### src/rtl/ecd_proxy_pkg.sv
// Shared constants for the ECD AXI-proxy stream channel: packet field offsets,
// packet type, AXI mode/response encodings and the request arbiter state enum.
package ecd_proxy_pkg;

  localparam int unsigned AXIS_REQ_W  = 512;
  localparam int unsigned AXIS_RESP_W = 256;

  localparam int unsigned PKT_ADDR_LSB  = 0;
  localparam int unsigned PKT_DATA_LSB  = 32;
  localparam int unsigned PKT_MODE_BIT  = 64;
  localparam int unsigned PKT_TYPE_LSB  = 504;
  localparam int unsigned RESP_DATA_LSB = 32;
  localparam int unsigned RESP_CODE_LSB = 64;

  localparam logic [7:0] PKT_TYPE_AXI = 8'h01;

  localparam logic AXI_MODE_WRITE = 1'b0;
  localparam logic AXI_MODE_READ  = 1'b1;

  localparam logic [1:0] AXI_RESP_OKAY   = 2'd0;
  localparam logic [1:0] AXI_RESP_SLVERR = 2'd2;
  localparam logic [1:0] AXI_RESP_DECERR = 2'd3;

  typedef enum logic [1:0] {
    ST_IDLE      = 2'd0,
    ST_SEND      = 2'd1,
    ST_WAIT_RESP = 2'd2,
    ST_RESPOND   = 2'd3
  } arb_state_e;

endpackage

### src/rtl/rr_arbiter.sv
// Combinational round-robin pick: first set request strictly after last_grant,
// wrapping at N.
module rr_arbiter #(
  parameter int unsigned N  = 4,
  parameter int unsigned IW = (N > 1) ? $clog2(N) : 1
) (
  input  logic [N-1:0]  req_i,
  input  logic [IW-1:0] last_grant_i,
  output logic [N-1:0]  grant_o,
  output logic [IW-1:0] grant_idx_o
);

  logic          found;
  logic [31:0]   cand;
  logic [IW-1:0] cand_idx;

  always_comb begin
    grant_o     = '0;
    grant_idx_o = '0;
    found       = 1'b0;
    cand        = '0;
    cand_idx    = '0;
    for (int unsigned k = 1; k <= N; k++) begin
      cand     = (32'(last_grant_i) + k) % N;
      cand_idx = IW'(cand);
      if (!found && req_i[cand_idx]) begin
        found             = 1'b1;
        grant_o[cand_idx] = 1'b1;
        grant_idx_o       = cand_idx;
      end
    end
  end

endmodule

### src/rtl/ecd_request_arbiter.sv
// Shares the ECD AXI-proxy stream channel among NUM_REQ requesters: round-robin
// grant, request packet build, single outstanding transaction, response timeout.
module ecd_request_arbiter
  import ecd_proxy_pkg::*;
#(
  parameter int unsigned NUM_REQ        = 4,
  parameter int unsigned TIMEOUT_CYCLES = 1_000_000
) (
  input  logic                     clk,
  input  logic                     resetn,
  input  logic [NUM_REQ-1:0]       req_valid,
  output logic [NUM_REQ-1:0]       req_ready,
  input  logic [NUM_REQ*32-1:0]    req_addr,
  input  logic [NUM_REQ*32-1:0]    req_data,
  input  logic [NUM_REQ-1:0]       req_mode,
  output logic [NUM_REQ-1:0]       resp_valid,
  output logic [31:0]              resp_data,
  output logic [1:0]               resp_code,
  output logic [AXIS_REQ_W-1:0]    AXIS_OUT_LO_TDATA,
  output logic                     AXIS_OUT_LO_TVALID,
  output logic                     AXIS_OUT_LO_TLAST,
  input  logic                     AXIS_OUT_LO_TREADY,
  output logic [AXIS_REQ_W-1:0]    AXIS_OUT_HI_TDATA,
  output logic                     AXIS_OUT_HI_TVALID,
  output logic                     AXIS_OUT_HI_TLAST,
  input  logic                     AXIS_OUT_HI_TREADY,
  input  logic [AXIS_RESP_W-1:0]   AXIS_IN_TDATA,
  input  logic                     AXIS_IN_TVALID,
  output logic                     AXIS_IN_TREADY,
  output logic [15:0]              timeout_count,
  output logic [15:0]              stale_count
);

  localparam int unsigned IW = (NUM_REQ > 1) ? $clog2(NUM_REQ) : 1;

  arb_state_e           state_q;
  logic [IW-1:0]        last_grant_q;
  logic [31:0]          addr_q, data_q;
  logic                 mode_q;
  logic                 lo_valid_q, hi_valid_q;
  logic                 lo_valid_d, hi_valid_d;
  logic [31:0]          timer_q;
  logic [NUM_REQ-1:0]   resp_valid_q;
  logic [31:0]          resp_data_q;
  logic [1:0]           resp_code_q;
  logic [15:0]          timeout_cnt_q, stale_cnt_q;

  logic [NUM_REQ-1:0]   arb_grant;
  logic [IW-1:0]        arb_idx;
  logic [31:0]          addr_sel, data_sel;
  logic                 tmo_hit;
  logic [31:0]          in_data;
  logic [1:0]           in_code;
  logic                 unused_in_bits;

  rr_arbiter #(.N(NUM_REQ), .IW(IW)) u_rr (
    .req_i        (req_valid),
    .last_grant_i (last_grant_q),
    .grant_o      (arb_grant),
    .grant_idx_o  (arb_idx)
  );

  assign addr_sel = req_addr[{arb_idx, 5'b0} +: 32];
  assign data_sel = req_data[{arb_idx, 5'b0} +: 32];
  assign in_data  = AXIS_IN_TDATA[RESP_DATA_LSB +: 32];
  assign in_code  = AXIS_IN_TDATA[RESP_CODE_LSB +: 2];
  assign unused_in_bits = ^{AXIS_IN_TDATA[AXIS_RESP_W-1:RESP_CODE_LSB+2],
                            AXIS_IN_TDATA[RESP_DATA_LSB-1:0]};

  // Terminal count of the response wait; a zero limit never expires.
  assign tmo_hit = (TIMEOUT_CYCLES != 0) && (timer_q == 32'(TIMEOUT_CYCLES - 1));

  assign lo_valid_d = lo_valid_q & ~AXIS_OUT_LO_TREADY;
  assign hi_valid_d = hi_valid_q & ~AXIS_OUT_HI_TREADY;

  // Grant strobe and IN ready stay low while reset is held.
  assign req_ready      = (resetn && state_q == ST_IDLE) ? arb_grant : '0;
  assign AXIS_IN_TREADY = resetn && (state_q == ST_IDLE || state_q == ST_WAIT_RESP);

  always_comb begin
    AXIS_OUT_LO_TDATA                              = '0;
    AXIS_OUT_LO_TDATA[PKT_ADDR_LSB +: 32]          = addr_q;
    AXIS_OUT_LO_TDATA[PKT_DATA_LSB +: 32]          = data_q;
    AXIS_OUT_LO_TDATA[PKT_MODE_BIT]                = mode_q;
    AXIS_OUT_LO_TDATA[PKT_TYPE_LSB +: 8]           = PKT_TYPE_AXI;
  end

  assign AXIS_OUT_HI_TDATA  = '0;
  assign AXIS_OUT_LO_TLAST  = 1'b1;
  assign AXIS_OUT_HI_TLAST  = 1'b1;
  assign AXIS_OUT_LO_TVALID = lo_valid_q;
  assign AXIS_OUT_HI_TVALID = hi_valid_q;
  assign resp_valid         = resp_valid_q;
  assign resp_data          = resp_data_q;
  assign resp_code          = resp_code_q;
  assign timeout_count      = timeout_cnt_q;
  assign stale_count        = stale_cnt_q;

  always_ff @(posedge clk) begin
    if (!resetn) begin
      state_q       <= ST_IDLE;
      last_grant_q  <= IW'(NUM_REQ - 1);
      addr_q        <= '0;
      data_q        <= '0;
      mode_q        <= 1'b0;
      lo_valid_q    <= 1'b0;
      hi_valid_q    <= 1'b0;
      timer_q       <= '0;
      resp_valid_q  <= '0;
      resp_data_q   <= '0;
      resp_code_q   <= AXI_RESP_OKAY;
      timeout_cnt_q <= '0;
      stale_cnt_q   <= '0;
    end else begin
      case (state_q)
        ST_IDLE: begin
          if (AXIS_IN_TVALID && stale_cnt_q != 16'hFFFF) begin
            stale_cnt_q <= stale_cnt_q + 16'd1;
          end
          if (|req_valid) begin
            last_grant_q <= arb_idx;
            addr_q       <= addr_sel;
            data_q       <= data_sel;
            mode_q       <= req_mode[arb_idx];
            lo_valid_q   <= 1'b1;
            hi_valid_q   <= 1'b1;
            state_q      <= ST_SEND;
          end
        end
        ST_SEND: begin
          lo_valid_q <= lo_valid_d;
          hi_valid_q <= hi_valid_d;
          if (!lo_valid_d && !hi_valid_d) begin
            timer_q <= '0;
            state_q <= ST_WAIT_RESP;
          end
        end
        ST_WAIT_RESP: begin
          // A response in the terminal-count cycle takes priority over the timeout.
          if (AXIS_IN_TVALID) begin
            resp_data_q  <= (mode_q == AXI_MODE_READ) ? in_data : 32'h0;
            resp_code_q  <= in_code;
            resp_valid_q <= NUM_REQ'(1) << last_grant_q;
            state_q      <= ST_RESPOND;
          end else if (tmo_hit) begin
            resp_data_q  <= 32'h0;
            resp_code_q  <= AXI_RESP_SLVERR;
            resp_valid_q <= NUM_REQ'(1) << last_grant_q;
            if (timeout_cnt_q != 16'hFFFF) begin
              timeout_cnt_q <= timeout_cnt_q + 16'd1;
            end
            state_q      <= ST_RESPOND;
          end else begin
            timer_q <= timer_q + 32'd1;
          end
        end
        ST_RESPOND: begin
          resp_valid_q <= '0;
          state_q      <= ST_IDLE;
        end
        default: state_q <= ST_IDLE;
      endcase
    end
  end

endmodule

### config.mk
export PLATFORM = sky130hd
export DESIGN_NAME = ecd_request_arbiter
export DESIGN_NICKNAME = d
export VERILOG_FILES = /design/src/rtl/ecd_proxy_pkg.sv /design/src/rtl/rr_arbiter.sv /design/src/rtl/ecd_request_arbiter.sv
export SDC_FILE = /design/constraint.sdc
export NUM_CORES = 1
export LEC_CHECK = 0
export ABC_AREA = 1
export ABC_CLOCK_PERIOD_IN_PS = 3500
export CORE_AREA = 4 4 637 639
export CTS_CLUSTER_SIZE = 16
export DETAILED_ROUTE_END_ITERATION = 10
export DIE_AREA = 0 0 641 643
export GPL_TIMING_DRIVEN = 0
export PLACE_DENSITY = 0.3
export RECOVER_POWER = 25
export SLEW_MARGIN = 20
export SYNTH_ARGS = -nofsm -noshare
export SYNTH_HDL_FRONTEND = slang
export SYNTH_SLANG_ARGS = --single-unit
### constraint.sdc
create_clock -name clk -period 3.5 [get_ports clk]
set_input_delay 0.525 -clock clk [delete_from_list [all_inputs] [get_ports clk]]
set_output_delay 0.525 -clock clk [all_outputs]
set_load 0.01 [all_outputs]
# Word-level counts from Yosys, hierarchy flattened
# Index checks and enable logic that the tools add are counted.
[classes]
eq_ne = 11
add_sub_neg = 7
mux = 50
shifts = 3
bitwise_logic = 8
order_cmp = 9
reduce_logical = 31
[ops]
columns = ["op", "n"]
rows = [
  ["$shiftx A128 B8 Y32", 2],
  ["$mux W32", 6],
  ["$pmux W32 S2", 1],
  ["$add A16 B1 Y16 const B", 2],
  ["$add A32 B1 Y32 const B", 1],
  ["$eq A32 B20 Y1 const B", 1],
  ["$ne A16 B16 Y1 const B", 2],
  ["$mux W4", 7],
  ["$mux W2", 10],
  ["$lt A2 B3 Y1 const B", 5],
  ["$mux W1", 13],
  ["$or A4 B4 Y4", 3],
  ["$logic_and A1 B1 Y1", 11],
  ["$bmux W1 S2", 5],
  ["$reduce_and A2 Y1", 5],
  ["$demux W1 S2", 4],
  ["$ge A2 B1 Y1 const B", 4],
  ["$pmux W2 S4", 1],
  ["$pmux W4 S2", 1],
  ["$reduce_and A4 Y1", 2],
  ["$reduce_bool A2 Y1", 4],
  ["$ne A2 B2 Y1 const B", 3],
  ["$logic_not A1 Y1", 5],
  ["$add A2 B1 Y2 const B", 2],
  ["other kinds (13)", 19],
]
[word_totals]
reg_bits = 173
wordCells = 132
out_inout_bits = 1103

# Longest topological paths before layout
# Gate-level depths: netlist of the first run.
[depth]
depth_word = 15
depth_mapped = 18
depth_no_buf = 16

# Cells and area by module
# A second synthesis of the first run with hierarchy kept.
[hier_totals]
hier_cells = 2683
area_unflattened_um2 = 17825.8
[by_module_without_submodules]
columns = ["mod", "cells_each", "area_per_inst_um2", "n_inst", "seq_area_each_um2"]
rows = [
  ["ecd_request_arbiter", 2608, 17351.6, 1, 3463.3],
  ["rr_arbiter", 75, 474.2, 1, 0.0],
]

# Worst setup path before layout of the first run
# OpenSTA, ideal clock, no wires.
[synth_path]
kind = "register to output"
start = "register last_grant_q[0]"
end = "output req_ready[0]"
stages_incl_launch_ff = 12
arrival_time_ns = 1.825
slack_ns = 1.150
path_cell_list = "dfxtp_1 -> inv_2 -> ha_1 -> nand3_1 -> nand2_4 -> nor2_4 -> nand2_1 -> o21ai_0 -> a21oi_1 -> o21ai_0 -> nand2_1 -> inv_1"
[synth_via]
elab_chain_len = 14
[synth_rtl]
columns = ["item", "line_no", "source"]
rows = [
  ["start: declaration", "ecd_request_arbiter.sv:37", "logic [IW-1:0] last_grant_q;"],
  ["start signal: assignment", "ecd_request_arbiter.sv:102", "last_grant_q <= IW'(NUM_REQ - 1);"],
  ["start signal: assignment", "ecd_request_arbiter.sv:121", "last_grant_q <= arb_idx;"],
  ["parallel branches: the longest is 12 deep, another holds $lt A2 B3 Y1", "-", ""],
  ["$mux W4 (*)", "rr_arbiter.sv:26", "if (!found && req_i[cand_idx]) begin"],
  ["$mux W4 (*)", "ecd_request_arbiter.sv:77", "assign req_ready = (resetn && state_q == ST_IDLE) ? arb_grant : '0;"],
  ["end: declaration", "ecd_request_arbiter.sv:12", "output logic [NUM_REQ-1:0] req_ready,"],
]
# Mark *: on every way between the ends. The select of a mux whose other input is x is not followed.

# Worst setup path after layout of the first run
[layout_path]
start = "register last_grant_q[1]"
end = "register data_q[31]"
[layout_via]
elab_chain_len = 14
[layout_rtl]
columns = ["item", "line_no", "source"]
rows = [
  ["$add A2 B1 Y2", "rr_arbiter.sv:24", "cand = (32'(last_grant_i) + k) % N;"],
  ["$bmux W1 S2", "rr_arbiter.sv:26", ""],
  ["$mux W1 (implied by the code)", "rr_arbiter.sv:26", ""],
  ["$mux W1", "rr_arbiter.sv:26", ""],
  ["$logic_not A1 Y1", "rr_arbiter.sv:26", ""],
  ["$logic_and A1 B1 Y1", "rr_arbiter.sv:26", ""],
  ["$mux W1", "rr_arbiter.sv:26", ""],
  ["$logic_not A1 Y1", "rr_arbiter.sv:26", ""],
  ["$logic_and A1 B1 Y1", "rr_arbiter.sv:26", ""],
  ["$mux W1", "rr_arbiter.sv:26", ""],
  ["$logic_not A1 Y1", "rr_arbiter.sv:26", ""],
  ["$logic_and A1 B1 Y1", "rr_arbiter.sv:26", ""],
  ["$mux W2 (*)", "rr_arbiter.sv:26", ""],
  ["$shiftx A128 B8 Y32 (*)", "ecd_request_arbiter.sv:64", "assign data_sel = req_data[{arb_idx, 5'b0} +: 32];"],
  ["end signal: assignment", "ecd_request_arbiter.sv:123", "data_q <= data_sel;"],
  ["end: declaration", "ecd_request_arbiter.sv:38", "logic [31:0] addr_q, data_q;"],
]
# Every way passes the cells marked *; elsewhere a longest branch is shown, timed or not. The select of a mux whose other input is x is not followed.
# A chain may end at the register's enable or synchronous reset.

==> results.yml, run 1 <==
outcome:
  outcome: "complete, no violations"
worst_setup_path:
  startpoint_type: "flip-flop"
  crit_fanout: 10
  arrival_ns: 3.81
  path_cells: "clkinvlp_4 -> ha_1 -> inv_1 -> nand2_2 -> nand2_4 -> nor2_2 -> nand2_1 -> nand3_4 -> buf_2 -> nand3_1 -> nand2_1 -> nand2_1 -> nand3_1 -> nand2_1 -> inv_1"
  cp_slowest_stage_delay_ns: 0.42
  crit_required_ns: 4.01
  cpMostUsedCell: "nand2_1"
  r2r-start: "last_grant_q[1]$_SDFFE_PN1P_"
  cp-startpoint: "last_grant_q[1]$_SDFFE_PN1P_"
  criticalPathCategory: "reg2reg"
  slowest_stage: "nand2_1"
  end_kind: "flip-flop"
cts:
  hold_buffers: 0
  cts_tree: "yes"
  clkSinkCount: 173
  cts_max_level: 4
  clock_latency_ns: 0.59
  cts-root-buf: "clkbuf_16"
  cts_buffer_depth: 3
  clkTransAtPathRegs_ns: 0.07
  cts_buffers: 25
sta:
  finalSetupViolations: 0
  finalCritPeriodShare: 0.944
  fin_crit_ns: 3.30
  tightest_slew_ns: 0.980
  fmax_ghz: 0.303
  clock_skew_ns: 0.0445
  slew_viol_final: 0
  hold_violations: 0
  max-slew-margin-rel: 0.346
  grt_setup_unrepaired: "yes"
placed_design:
  place_inst: 9622
  gp_congestion: 0.780
  hpwlAfterDp_um: 136000
  io_buffers: 444
global_routing:
  grtUsageMet3: 0.0324
  antenna_found_initial: 90
  busiest_layer: "met2"
  use_met2: 0.130
  gr-usage-met1: 0.0702
  grt_max_degree: 24
  grt_pass1_wl_um: 187000
  track_usage: 0.0697
  grt_pass1_vias: 18400
  overflow: 0
drt:
  dr.pass1.iters: 7
  drtIter0Drc: 820
  drc: 0
  detail-route-antenna-nets: 0
  wirelength_um: 151000
  routed_via_density: 2.02
  vias: 19600
  wire_per_inst_um: 15.6
power_and_ir_drop:
  comb_power_share: 0.744
  max-vdd-ir-drop_mv: 0.671
  p_total_mw: 20.7
  power_switching_mw: 12.6
  clockPowerShare: 0.130
  p_int_mw: 8.05
  p_sw_frac: 0.611
  p_per_area_nw_per_um2: 599
  seq_power_share: 0.126
  p_leak_nw: 16.5
finish:
  final_cells: 9675
  mostFrequentLayoutCell: "buf_4"
  mostFrequentLayoutCells: "buf_4 (976), conb_1 (961), nand2_1 (550)"
  layout-drive-gt1-share: 0.255
  area_delta_synth_final_pct: 84.9
  fin_util: 0.0865
  nets: 4927
job:
  maxCapViolations: 0
floorplanning:
  core.rowCount: 232
  die_area_um2: 412000
  die_h_um: 643
  io_pins: 1628
  initial_core_util: 0.0468
  core-area_um2: 399000
  die_x_um: 641
logic_synthesis:
  synth_cell_types: 35
  synth_seq_cells: 173
  synth_warnings: 0
  synth_area_um2: 18700
  syn_area_per_cell_um2: 6.33
  ys_seq_area_frac: 0.185
  synthCells: 2952
min_path:
  hp-start: "resp_code[1]$_SDFFE_PN0P_"
  min_path_type: "reg2reg"
power by group through the flow:
| stage | clock network [mW] | registers, mW | logic, mW |
|---|---|---|---|
| 5_1_grt | 2.92 | 2.67 | 17.1 |
| 3_5_place_dp | 0 | 2.68 | 15.7 |
| 3_3_place_gp | 0 | 2.68 | 15.8 |
| 6_report | 2.68 | 2.61 | 15.4 |
| 4_1_cts | 2.92 | 2.63 | 16.3 |
| 2_1_floorplan | 0 | 2.75 | 6.78 |
cell usage after synthesis, drive strengths merged:
library cell,instances,area share
a21boi,1,0.00040
nand3b,4,0.0016
nor2,249,0.051
o21ai,33,0.0088
and3,2,0.00067
or2,2,0.00067
nor3,28,0.0075
dfxtp,173,0.19
nor3b,2,0.00080
nand3,351,0.094
inv,283,0.057
clkinv,1,0.00020
a21oi,105,0.028
nand4,29,0.010
buf,1013,0.40
o211ai,1,0.00040
xnor2,9,0.0042
o21bai,2,0.00080
nand2,560,0.11
clkbuf,62,0.012
nor4,5,0.0017
conb,2,0.00040
xor2,20,0.0094
ha,15,0.010
logic make-up (layout without fill, tap and decap cells):
family                   Yosys count  after routing  share of synthesized area
buffers and inverters           1359           1841                      0.470
AND/OR/NAND/NOR                 1232           1232                      0.282
flip-flops                       173            173                      0.185
AO/OA/AOI/OAI                    142            142                     0.0386
XOR/XNOR                          29             29                     0.0136
adder cells (fa/ha/maj)           15             15                     0.0100
other                              2            978                   0.000402
worst max-delay path: cells and delay by family, from the launching register on:
kind | cells | cell delay (ns)
adders and majority gates | 1 | 0.36
buffers and inverters | 4 | 0.64
DFF | 1 | 0.41
and+or+nand+nor | 10 | 1.80
flip-flops by register name (all words and copies together) (netlist names):
name and count:
resp_valid 4, state_q 2, resp_data 32, resp_code 2, data_q 32, last_grant_q 2, AXIS_OUT_HI_TVALID 1, timer_q 32
AXIS_OUT_LO_TVALID 1, mode_q 1, addr_q 32, stale_count 16, timeout_count 16
worst paths after layout:
kind	end	slack, ns	depth (start not counted)
setup reg to reg	data_q[31]$_SDFFE_PN0P_	0.20	15
setup / recovery	data_q[31]$_SDFFE_PN0P_	0.20	15
hold reg to reg	resp_code[1]$_SDFFE_PN0P_	0.45	2
hold / removal	resp_code[1]$_SDFFE_PN0P_	0.45	2
metal layers:
metal | vias up | share of wire
met1 | 8336 | 0.35
met2 | 916 | 0.52
met5 | - | 0.0015
met3 | 184 | 0.11
li1 | 10100 | -
met4 | 38 | 0.022
repair_timing:
action	CTS	global route
endpoints found under the setup margin	72	39
setup buffers	4	1
resized for setup	92	29
pin swaps	0	2
stage by stage:
step	setup slack (ns)	TNS (ns)	instance area, µm²	hold slack, ns
after CTS	-0.0810	-0.162	34400	0.447
after global routing	-0.0362	-0.0618	34500	0.478
after detailed placement	-1.86	-67.50	33400	0.449
after floorplan	1.15	0	22300	0.468
after global placement	-2.04	-137.55	33300	0.452
final	0.198	0	34500	0.454
final cells by class:
cell class / count / area, µm²
timing repair buffer: 451 / 4520
multi-input combinational: 2379 / 10300
fill: 47200 / 365000
clock inverter: 6 / 88.8
clock buffer: 27 / 643
buffer: 1073 / 7850
antenna: 17 / 42.5
inverter: 284 / 1080
sequential: 173 / 3470
tap: 5265 / 6590
No activity file was read; power rests on OpenSTA's default activity.
==> inputs of run 2 (changes only) <==
--- a/config.mk
+++ b/config.mk
@@ -14,6 +14,7 @@
 export GPL_TIMING_DRIVEN = 0
 export PLACE_DENSITY = 0.3
 export RECOVER_POWER = 25
+export REMOVE_ABC_BUFFERS = 1
 export SLEW_MARGIN = 20
 export SYNTH_ARGS = -nofsm -noshare
 export SYNTH_HDL_FRONTEND = slang
==> results.yml, run 2 (same netlist as run 1, synthesis figures left out) <==
power_and_ir_drop:
  max-vdd-ir-drop_mv: 0.662
  p_leak_nw: 11.2
  p_per_area_nw_per_um2: 685
  p_total_mw: 18.7
sta:
  finalSetupViolations: 0
  clock_skew_ns: 0.0331
  timing.final.ws_setup_ns: 0.314
  fmax_ghz: 0.314
  slew_viol_final: 0
  fin_crit_ns: 3.19
  grt_setup_unrepaired: "no"
  finalCritPeriodShare: 0.910
  max-slew-margin-rel: 0.0592
  tightest_slew_ns: 1.42
  hold_violations: 0
cts:
  clock_latency_ns: 0.59
  clkSinkCount: 173
  cts-root-buf: "clkbuf_16"
  clkTransAtPathRegs_ns: 0.10
  cts_tree: "yes"
  cts_buffer_depth: 3
  cts_buffers: 25
  hold_buffers: 0
  cts_max_level: 4
floorplanning:
  io_pins: 1628
  initial_core_util: 0.0468
  die_h_um: 643
  core.rowCount: 232
  die_x_um: 641
  die_area_um2: 412000
  core-area_um2: 399000
worst_setup_path:
  crit_fanout: 41
  criticalPathCategory: "reg2reg"
  arrival_ns: 3.66
  end_kind: "flip-flop"
  startpoint_type: "flip-flop"
  r2r_cells: 18
  crit_required_ns: 3.98
drt:
  drtIter0Drc: 903
  wire_per_inst_um: 15.1
  drc: 0
  routed_via_density: 1.93
  wirelength_um: 130000
  detail-route-antenna-nets: 0
  vias: 16700
  dr.pass1.iters: 5
global_routing:
  grt_pass1_vias: 15300
  grt_pass1_wl_um: 160000
  overflow: 0
  track_usage: 0.0591
  grt_max_degree: 77
  antenna_found_initial: 97
  busiest_layer: "met2"
  gr-usage-met1: 0.0639
  grtUsageMet3: 0.0330
  use_met2: 0.102
min_path:
  holdPathStages: 2
  min_path_type: "reg2reg"
placed_design:
  io_buffers: 444
  hpwlAfterDp_um: 108000
  place_inst: 8566
  gp_congestion: 0.732
  place_ws_ns: -1.01
finish:
  fin_util: 0.0683
  nets: 3886
  mostFrequentLayoutCell: "conb_1"
  area_delta_synth_final_pct: 46.0
  num-fill-cells: 47300
  mostFrequentLayoutCells: "conb_1 (961), nand2_1 (542), clkdlybuf4s50_1 (363)"
  final_cells: 8648
  layout-drive-gt1-share: 0.0352
outcome:
  outcome: "complete, no violations"
job:
  maxCapViolations: 0
## run 2: cell types whose count changed in the layout (fill, tap and decap cells not counted), moves of 7 or more
cell      before  now
nand3_1      327  346
nand3_2       15    4
clkbuf_4      11    0
nand2_1      550  542
clkbuf_2      14    0
clkbuf_1      45    3
buf_16         0   13
diode_2       17   31
buf_2         21    1
buf_4        976   13
nand3_4        9    2
buf_6          8    0
## run 2: layout make-up
class                   count  area [µm²]  share of cell area
clock buffers              27         643              0.0236
diodes                     31        77.6             0.00284
clock inverters             6        80.1             0.00294
well taps                5265        6590               0.242
flip-flops and latches    173        3470               0.127
inverters                 284        1100              0.0404
repair buffers            480        5090               0.186
multi-input cells        2382       10200               0.375
## run 2: power breakdown
group / internal [mW] / leakage [nW] / total [mW] / switching, mW
Combinational: 3.77 / 9.44 / 13.3 / 9.55
Sequential: 2.36 / 1.41 / 2.59 / 0.225
Clock: 1.46 / 0.361 / 2.77 / 1.31
Total: 7.59 / 11.2 / 18.7 / 11.1
## run 2: what timing repair did
action                                  in CTS  in global routing
gates resized for setup                     33                  4
setup buffers                                7                  6
endpoints found under the setup margin      77                 46
cloned                                       3                  2
pin swaps                                    2                  2
## run 2: layer usage
metal / vias to the layer above / share of wire
met3: 199 / 0.14
met1: 7493 / 0.36
met2: 880 / 0.48
met5: - / 0.0032
li1: 8039 / -
met4: 68 / 0.019
## run 2: worst paths after layout
kind | start | to | slack [ns]
worst min-delay path | resp_data[22]$_SDFFE_PN0P_ | resp_data[22]$_SDFFE_PN0P_ | 0.46
worst max register to register | last_grant_q[1]$_SDFFE_PN1P_ | addr_q[23]$_SDFFE_PN0P_ | 0.31
worst max-delay path | last_grant_q[1]$_SDFFE_PN1P_ | addr_q[23]$_SDFFE_PN0P_ | 0.31
worst min register to register | resp_data[22]$_SDFFE_PN0P_ | resp_data[22]$_SDFFE_PN0P_ | 0.46
## run 2: critical path, stage by stage, from the launching register on
cell        delay, ns
dfxtp_4          0.38
clkinvlp_4       0.11
ha_4             0.30
inv_1            0.06
nand2_2          0.09
nand2_4          0.11
nor2_4           0.16
nand2_2          0.13
nand3_4          0.14
buf_12           0.21
buf_12           0.22
nand2_8          0.13
buf_16           0.20
nand2_1          0.15
nand2_2          0.18
nand2_1          0.11
nand3_1          0.07
nand2_1          0.07
inv_1            0.04
## run 2: through the flow
stage / hold WS (ns) / setup TNS (ns) / instance area [µm²]
2_1_floorplan: 0.470 / -140.14 / 14600
3_3_place_gp: 0.445 / -811.65 / 25600
3_5_place_dp: 0.446 / -42.14 / 26200
4_1_cts: 0.413 / -0.00292 / 27100
5_1_grt: 0.446 / 0 / 27200
6_report: 0.458 / 0 / 27300
==> inputs of run 3 (changes only) <==
--- a/config.mk
+++ b/config.mk
@@ -15,7 +15,7 @@
 export PLACE_DENSITY = 0.3
 export RECOVER_POWER = 25
 export REMOVE_ABC_BUFFERS = 1
-export SLEW_MARGIN = 20
+export SLEW_MARGIN = 10
 export SYNTH_ARGS = -nofsm -noshare
 export SYNTH_HDL_FRONTEND = slang
 export SYNTH_SLANG_ARGS = --single-unit
==> results.yml, run 3 (same netlist as run 1, synthesis figures left out) <==
floorplanning:
  core.rowCount: 232
  core-area_um2: 399000
  die_h_um: 643
  die_x_um: 641
  die_area_um2: 412000
  io_pins: 1628
  initial_core_util: 0.0468
drt:
  dr.pass1.iters: 5
  routed_via_density: 1.92
  drc: 0
  wirelength_um: 132000
  detail-route-antenna-nets: 0
  drtIter0Drc: 951
  wire_per_inst_um: 15.3
  vias: 16600
power_and_ir_drop:
  p_leak_nw: 11.2
  p_sw_frac: 0.600
  clockPowerShare: 0.145
  power_switching_mw: 11.5
  p_int_mw: 7.65
  max-vdd-ir-drop_mv: 0.668
  p_per_area_nw_per_um2: 702
  comb_power_share: 0.719
  seq_power_share: 0.136
finish:
  nets: 3882
  mostFrequentLayoutCells: "conb_1 (961), nand2_1 (550), clkdlybuf4s50_1 (363)"
  ff_latch_area_um2: 3470
  num-fill-cells: 47300
  multiInputGateArea_um2: 10200
  fin_area_um2: 27200
  mostFrequentLayoutCell: "conb_1"
  final_cells: 8650
  layout-drive-gt1-share: 0.0317
  area_delta_synth_final_pct: 45.8
cts:
  cts-root-buf: "clkbuf_16"
  clkSinkCount: 173
  cts_max_level: 4
  cts_tree: "yes"
  clkTransAtPathRegs_ns: 0.10
  cts_buffer_depth: 3
  clock_latency_ns: 0.59
  cts_buffers: 25
  hold_buffers: 0
sta:
  max-slew-margin-rel: 0.229
  slew_viol_final: 0
  hold_violations: 0
  finalSetupViolations: 0
  fin_crit_ns: 3.32
  clock_skew_ns: 0.0342
  finalCritPeriodShare: 0.949
  whs_ns: 0.460
  fmax_ghz: 0.301
  tightest_slew_ns: 1.16
worst_setup_path:
  criticalPathCategory: "reg2reg"
  crit_fanout: 23
  end_kind: "flip-flop"
  crit_required_ns: 3.97
  arrival_ns: 3.80
  startpoint_type: "flip-flop"
global_routing:
  track_usage: 0.0604
  grt_max_degree: 84
  overflow: 0
  grt_pass1_wl_um: 163000
  grt_pass1_vias: 15200
  antenna_found_initial: 95
job:
  maxCapViolations: 0
min_path:
  min_path_type: "reg2reg"
placed_design:
  gp_congestion: 0.732
  io_buffers: 444
  place_inst: 8561
  hpwlAfterDp_um: 107000
  place_area_um2: 26100
outcome:
  outcome: "complete, no violations"
==> run 3: changes by cell type in the layout (fill, tap and decap cells not counted), sizes merged <==
cell          change
buf               -6
diode             +6
bufbuf            +2
clkbuf            -2
dlygate4sd2       -2
dlymetal6s2s      +2
dlygate4sd3       +1
nand2             +1
==> run 3: final cells by class <==
type,count,share of cell area
multi-input cells,2383,0.375
well taps,5265,0.242
repair buffers,475,0.185
flip-flops and latches,173,0.128
inverters,284,0.0404
clock buffers,27,0.0236
diodes,37,0.00340
clock inverters,6,0.00294
==> run 3: worst paths after layout <==
check | startpoint | endpoint | cells past startpoint | slack (ns)
hold reg to reg | resp_data[22]$_SDFFE_PN0P_ | resp_data[22]$_SDFFE_PN0P_ | 2 | 0.46
setup / recovery | last_grant_q[1]$_SDFFE_PN1P_ | data_q[5]$_SDFFE_PN0P_ | 17 | 0.18
hold / removal | resp_data[22]$_SDFFE_PN0P_ | resp_data[22]$_SDFFE_PN0P_ | 2 | 0.46
setup reg to reg | last_grant_q[1]$_SDFFE_PN1P_ | data_q[5]$_SDFFE_PN0P_ | 17 | 0.18
==> run 3: routing by layer <==
layer | GRT usage | vias to the layer above | wire (µm)
met5 | 0 | - | 342
met4 | 0.0124 | 58 | 3150
met3 | 0.0326 | 190 | 18600
met2 | 0.101 | 855 | 61500
met1 | 0.0674 | 7496 | 48500
li1 | - | 8038 | -
==> run 3: worst max-delay path: stages, from the launching register on <==
cell and delay [ns]:
dfxtp_4 0.39, clkinvlp_4 0.11, ha_4 0.30, inv_1 0.06
nand2_2 0.09, nand2_4 0.10, nor2_2 0.21, nand2_1 0.19
nand3_4 0.21, buf_16 0.31, nand2_8 0.11, buf_12 0.18
nand2_1 0.08, nand2_1 0.38, nand2_1 0.18, nand3_1 0.08
nand2_1 0.07, inv_1 0.04
==> run 3: per-stage QoR <==
| step | utilization | power (mW) | setup WS (ns) | TNS, ns |
|---|---|---|---|---|
| finish | 0.0682 | 19.1 | 0.178 | 0 |
| global route | 0.0680 | 21.1 | -0.00394 | -0.00394 |
| CTS | 0.0678 | 20.0 | -0.0254 | -0.0489 |
| detailed placement | 0.0653 | 15.6 | -1.71 | -63.31 |
| global placement | 0.0641 | 10.9 | -10.47 | -811.65 |
| floorplan | - | 8.38 | -2.13 | -140.14 |
==> run 3: power by group through the flow <==
| stage | Combinational (mW) | Sequential [mW] | Clock (mW) |
|---|---|---|---|
| final | 13.7 | 2.61 | 2.77 |
| after global routing | 15.4 | 2.66 | 3.05 |
| after CTS | 14.4 | 2.62 | 3.03 |
| after detailed placement | 12.9 | 2.68 | 0 |
| after global placement | 8.18 | 2.69 | 0 |
| after floorplan | 5.60 | 2.77 | 0 |
==> run 3: repair_timing <==
item / 4_1_cts / 5_1_grt
gates resized for setup: 21 / 9
cloned: 6 / 1
pin swaps: 3 / 1
endpoints found under the setup margin: 83 / 44
buffers inserted: 8 / 4
